### src/rtl/clock_set_ctrl.sv
// Mode/set controller for the digital clock: sequences time setting from two
// button pulses, drives counter load strobes, gates the 1 Hz tick and scans the display.
module clock_set_ctrl #(
  parameter int SCAN_DIV  = 1000,
  parameter int BLINK_DIV = 250
) (
  input  logic       clk,
  input  logic       clear,
  input  logic       mode_btn,
  input  logic       inc_btn,
  input  logic [5:0] sec_in,
  input  logic [5:0] min_in,
  input  logic [4:0] hour_in,
  output logic       sec_load,
  output logic       min_load,
  output logic       hour_load,
  output logic [5:0] load_data,
  output logic       run_en,
  output logic       en_hour,
  output logic       en_min,
  output logic       en_sec,
  output logic [1:0] mode
);

  localparam int SCAN_W  = $clog2(SCAN_DIV);
  localparam int BLINK_W = (BLINK_DIV > 1) ? $clog2(BLINK_DIV) : 1;

  typedef enum logic [1:0] {
    RUN     = 2'd0,
    SET_HR  = 2'd1,
    SET_MIN = 2'd2,
    SET_SEC = 2'd3
  } mode_t;

  mode_t              state, state_next;
  logic [5:0]         shadow, shadow_next, limit;
  logic [5:0]         load_data_next;
  logic               sec_load_next, min_load_next, hour_load_next;
  logic [SCAN_W-1:0]  scan_cnt;
  logic [BLINK_W-1:0] blink_cnt;
  logic [1:0]         slot, slot_next, blank_slot;
  logic               blink_phase, blink_phase_next;
  logic               scan_wrap, blink_wrap, blank;

  assign mode = state;

  // Mode wins over inc; a mode step reloads the shadow from the field being entered.
  always_comb begin
    state_next     = state;
    shadow_next    = shadow;
    load_data_next = load_data;
    sec_load_next  = 1'b0;
    min_load_next  = 1'b0;
    hour_load_next = 1'b0;
    limit          = (state == SET_HR) ? 6'd23 : 6'd59;
    if (mode_btn) begin
      case (state)
        RUN:     state_next = SET_HR;
        SET_HR:  state_next = SET_MIN;
        SET_MIN: state_next = SET_SEC;
        default: state_next = RUN;
      endcase
      case (state_next)
        SET_HR:  shadow_next = {1'b0, hour_in};
        SET_MIN: shadow_next = min_in;
        SET_SEC: shadow_next = sec_in;
        default: shadow_next = shadow;
      endcase
    end else if (inc_btn && state != RUN) begin
      shadow_next    = (shadow >= limit) ? 6'd0 : shadow + 6'd1;
      load_data_next = shadow_next;
      case (state)
        SET_HR:  hour_load_next = 1'b1;
        SET_MIN: min_load_next  = 1'b1;
        SET_SEC: sec_load_next  = 1'b1;
        default: hour_load_next = 1'b0;
      endcase
    end
  end

  always_comb begin
    scan_wrap        = (scan_cnt == SCAN_W'(SCAN_DIV - 1));
    blink_wrap       = scan_wrap && (blink_cnt == BLINK_W'(BLINK_DIV - 1));
    blink_phase_next = blink_phase ^ blink_wrap;
    slot_next        = slot;
    if (scan_wrap) slot_next = (slot == 2'd2) ? 2'd0 : slot + 2'd1;
    // SET_HR/MIN/SEC map onto display slots 0/1/2.
    blank_slot = 2'(state_next) - 2'd1;
    blank      = blink_phase_next && (state_next != RUN) && (slot_next == blank_slot);
  end

  always_ff @(posedge clk) begin
    if (clear) begin
      state       <= RUN;
      run_en      <= 1'b1;
      shadow      <= 6'd0;
      load_data   <= 6'd0;
      sec_load    <= 1'b0;
      min_load    <= 1'b0;
      hour_load   <= 1'b0;
      scan_cnt    <= '0;
      blink_cnt   <= '0;
      slot        <= 2'd0;
      blink_phase <= 1'b0;
      en_hour     <= 1'b1;
      en_min      <= 1'b0;
      en_sec      <= 1'b0;
    end else begin
      state       <= state_next;
      run_en      <= (state_next == RUN);
      shadow      <= shadow_next;
      load_data   <= load_data_next;
      sec_load    <= sec_load_next;
      min_load    <= min_load_next;
      hour_load   <= hour_load_next;
      scan_cnt    <= scan_wrap ? '0 : scan_cnt + SCAN_W'(1);
      if (scan_wrap) blink_cnt <= blink_wrap ? '0 : blink_cnt + BLINK_W'(1);
      slot        <= slot_next;
      blink_phase <= blink_phase_next;
      en_hour     <= (slot_next == 2'd0) && !blank;
      en_min      <= (slot_next == 2'd1) && !blank;
      en_sec      <= (slot_next == 2'd2) && !blank;
    end
  end

endmodule

### config.mk
export PLATFORM = sky130hd
export DESIGN_NAME = clock_set_ctrl
export DESIGN_NICKNAME = d
export VERILOG_FILES = /design/src/rtl/clock_set_ctrl.sv
export SDC_FILE = /design/constraint.sdc
export NUM_CORES = 1
export LEC_CHECK = 0
export CORE_UTILIZATION = 56
export CTS_CLUSTER_DIAMETER = 40
export DETAILED_ROUTE_END_ITERATION = 10
export GPL_ROUTABILITY_DRIVEN = 0
export GPL_TIMING_DRIVEN = 0
export HOLD_SLACK_MARGIN = 0.06
export PLACE_DENSITY = 0.89
export SYNTH_ARGS = -nofsm -noshare
export SYNTH_HDL_FRONTEND = slang
export SYNTH_SLANG_ARGS = --single-unit
### constraint.sdc
create_clock -name clk -period 5.2 [get_ports clk]
set_input_delay 1.3 -clock clk [delete_from_list [all_inputs] [get_ports clk]]
set_output_delay 1.3 -clock clk [all_outputs]
set_load 0.02 [all_outputs]
==> impl_metrics.csv <==
group,metric,value,unit
run_status,status,"finished, final reports clean",
grt,gr-usage-met3,5.98,%
routing,wl_per_cell,13.1,um
synthesis,synthCells,240,
grt,grt_pass1_wl,7390,um
place,dp_hpwl,3150,um
routing,dr.pass1.iters,4,
power_and_ir_drop,p_switching,0.000193,W
synthesis,ys_seq_area_share,40.1,%
min_path,hold_path_end,"load_data[2]$_SDFFE_PP0P_",
floorplan,core_area,3470,um^2
job,drv_cap,0,
cts,clock-root-buffer,"clkbuf_8",
grt,antenna_found_initial,0,
synthesis,syn_area,2100,um^2
cts,cts_tree,"yes",
setup_path,critPathMaxFanout,10,
sta,relSlewSlack,58.8,%
routing,drt-initial-drc-count,93,
setup_path,r2r-end,"load_data[5]$_SDFFE_PP0P_",
cts,h-tree-depth,2,
sta,rsz0062_at_grt,"false",
grt,top_usage_layer,"met2",
cts,post_cts_resized,0,
power_and_ir_drop,combPwrFrac,18.0,%
sta,tightestPinTransition,0.611,ns
floorplan,die-area,4000,um^2
routing,via_count,1811,
power_and_ir_drop,irDropWorstVdd,0.202,mV
min_path,hold_path_class,"reg -> reg",
cts,numCtsBuffers,5,
place,numPortBuffers,33,
setup_path,r2r_slack,2.76,ns
min_path,holdPathStages,2,
power_and_ir_drop,pwr_density_cell,268,nW/um^2
grt,grt.met1_usage,27.8,%
sta,hold_viol_final,0,
cts,cts_sinks,42,
synthesis,ys.flop_type,"dfxtp_1",
setup_path,worstSetupStartpoint,"inc_btn",
power_and_ir_drop,power_frac_clock,31.6,%
grt,grt_pass1_vias,1696,
sta,finalClockSkew,0.00364,ns
synthesis,ys_types,42,
synthesis,ys_async_sr_fraction,0,%
final_layout,nNetsFinal,313,
grt,track_usage,23.4,%
synthesis,synth_fp_nets,273,
final_layout,utilization,74.4,%
synthesis,synth_edf_count,0,
setup_path,r2r-start,"mode[1]$_SDFF_PP0_",
floorplan,start_util,60.5,%
min_path,min_from,"load_data[2]$_SDFFE_PP0P_",
sta,slew_violations,0,
sta,fin_crit_sh,54.0,%
floorplan,die_x,63.2,um
final_layout,syn_to_final_growth,23.0,%
floorplan,io-pin-count,36,
sta,tns,0,ns
cts,cts_buffer_depth,2,
cts,post-cts-setup-buffers,0,
grt,overflow,0,
final_layout,layout_common_cells,"42 x dfxtp_1, 33 x clkdlybuf4s50_1, 30 x nor2_1",
routing,wl,4290,um
synthesis,ys_ff_latch,42,
setup_path,crit_required,5.42,ns
cts,cts_hold_repair.buffers,0,
sta,period_minus_slack,2.81,ns
cts,insertion_delay,0.29,ns
final_layout,layout_commonest_cell,"dfxtp_1",
power_and_ir_drop,intPower,0.000500,W
power_and_ir_drop,sw_frac_of_total,27.9,%
sta,setup_viol,0,
routing,drtAntennaViolNets,0,
grt,use_met2,39.9,%
final_layout,fillers,279,
setup_path,critPathKind,"in -> reg",
final_layout,antenna_cells,0,
power_and_ir_drop,leakage,0.931,nW
cts,path_clk_slew,0.08,ns
floorplan,die_y,63.2,um
setup_path,endpoint_kind,"flop",
synthesis,synth_area_per_cell,8.74,um^2
floorplan,num_rows,21,
routing,viasPerCell,5.54,
setup_path,r2r_cells,9,
synthesis,ys_warn_count,0,
power_and_ir_drop,seq_power_share,50.3,%
setup_path,arrival,3.03,ns
sta,timing.fmax,356,MHz
final_layout,drive_gt1_share,4.98,%
routing,drc_errors,0,
grt,grt_start_max_net_pins,14,
setup_path,startpoint_type,"input port",
-- through the flow --
| step | hold slack [ns] | power, W | instance area [um^2] | worst slack [ns] | std cells |
|---|---|---|---|---|---|
| 2_1_floorplan | 0.430 | 0.000437 | 2100 | 2.37 | 240 |
| 3_3_place_gp | 0.442 | 0.000476 | 2490 | 2.08 | 319 |
| 3_5_place_dp | 0.448 | 0.000480 | 2490 | 2.08 | 319 |
| 4_1_cts | 0.459 | 0.000698 | 2580 | 2.40 | 327 |
| 5_1_grt | 0.483 | 0.000725 | 2580 | 2.29 | 327 |
| 6_report | 0.453 | 0.000693 | 2580 | 2.39 | 327 |
-- cell type report --
type                    count  area, um^2  share of cell area [%]
inverters                   7        26.3                    1.02
plain buffers              11        50.0                    1.94
clock inverters             2        12.5                   0.485
clock buffers               6        82.6                    3.20
flip-flops and latches     42         841                    32.6
repair buffers             33         330                    12.8
well taps                  46        57.6                    2.23
multi-input cells         180        1180                    45.8
-- per-layer routing --
| metal | share of wire, % | vias to the layer above |
|---|---|---|
| li1 | - | 921 |
| met1 | 46 | 829 |
| met2 | 47 | 56 |
| met3 | 5.8 | 5 |
| met4 | 1.7 | 0 |
| met5 | 0 | - |
-- flip-flops by register name (all words and copies together) (netlist names) --
name	count
hour_load	1
shadow	6
en_min	1
sec_load	1
blink_cnt	8
blink_phase	1
slot	2
en_sec	1
scan_cnt	10
en_hour	1
mode	2
load_data	6
min_load	1
run_en	1
-- how the worst max path moves through the flow --
stage / end / slack [ns] / depth (start not counted)
floorplan: en_sec$_SDFF_PP0_ / 2.37 / 5
finish: shadow[3]$_SDFFE_PP0P_ / 2.39 / 6
global placement: en_sec$_SDFF_PP0_ / 2.08 / 5
global route: en_min$_SDFF_PP0_ / 2.29 / 6
detailed placement: shadow[3]$_SDFFE_PP0P_ / 2.08 / 6
CTS: shadow[3]$_SDFFE_PP0P_ / 2.40 / 6
-- critical path, stage by stage --
cell,delay (ns)
clkdlybuf4s50_1,0.45
or3b_1,0.35
buf_2,0.19
nand2_4,0.13
or4b_1,0.45
a31oi_1,0.16
-- power by group through the flow --
stage / Clock, W / Combinational, W / Sequential [W]
after floorplan: 0 / 0.0000785 / 0.000358
after global placement: 0 / 0.000120 / 0.000356
after detailed placement: 0 / 0.000124 / 0.000356
after CTS: 0.000225 / 0.000125 / 0.000349
after global routing: 0.000235 / 0.000139 / 0.000351
final: 0.000219 / 0.000125 / 0.000349
-- logic make-up after synthesis --
group / count (synthesis) / share of synthesized area (%)
AND/OR/NAND/NOR: 104 / 24.5
flip-flops: 42 / 40.1
AO/OA/AOI/OAI: 41 / 14.3
XOR/XNOR: 21 / 8.77
buffers and inverters: 18 / 3.64
adder cells (fa/ha/maj): 12 / 7.16
multiplexers: 2 / 1.55
-- cells in the mapped netlist (all sizes together), types with 4 or more instances --
cell	instances	area, um^2
a21oi	11	55.1
and3	4	25.0
inv	7	26.3
a22oi	4	30.0
nor2	30	113
xor2	9	78.8
dfxtp	42	841
clkbuf	8	30.0
ha	12	150
xnor2	12	105
o311a	4	40.0
nand2	23	93.8
or3	6	37.5
nand2b	5	31.3
nand3	11	55.1
nor3	11	55.1
No activity file was read; power rests on OpenSTA's default activity.
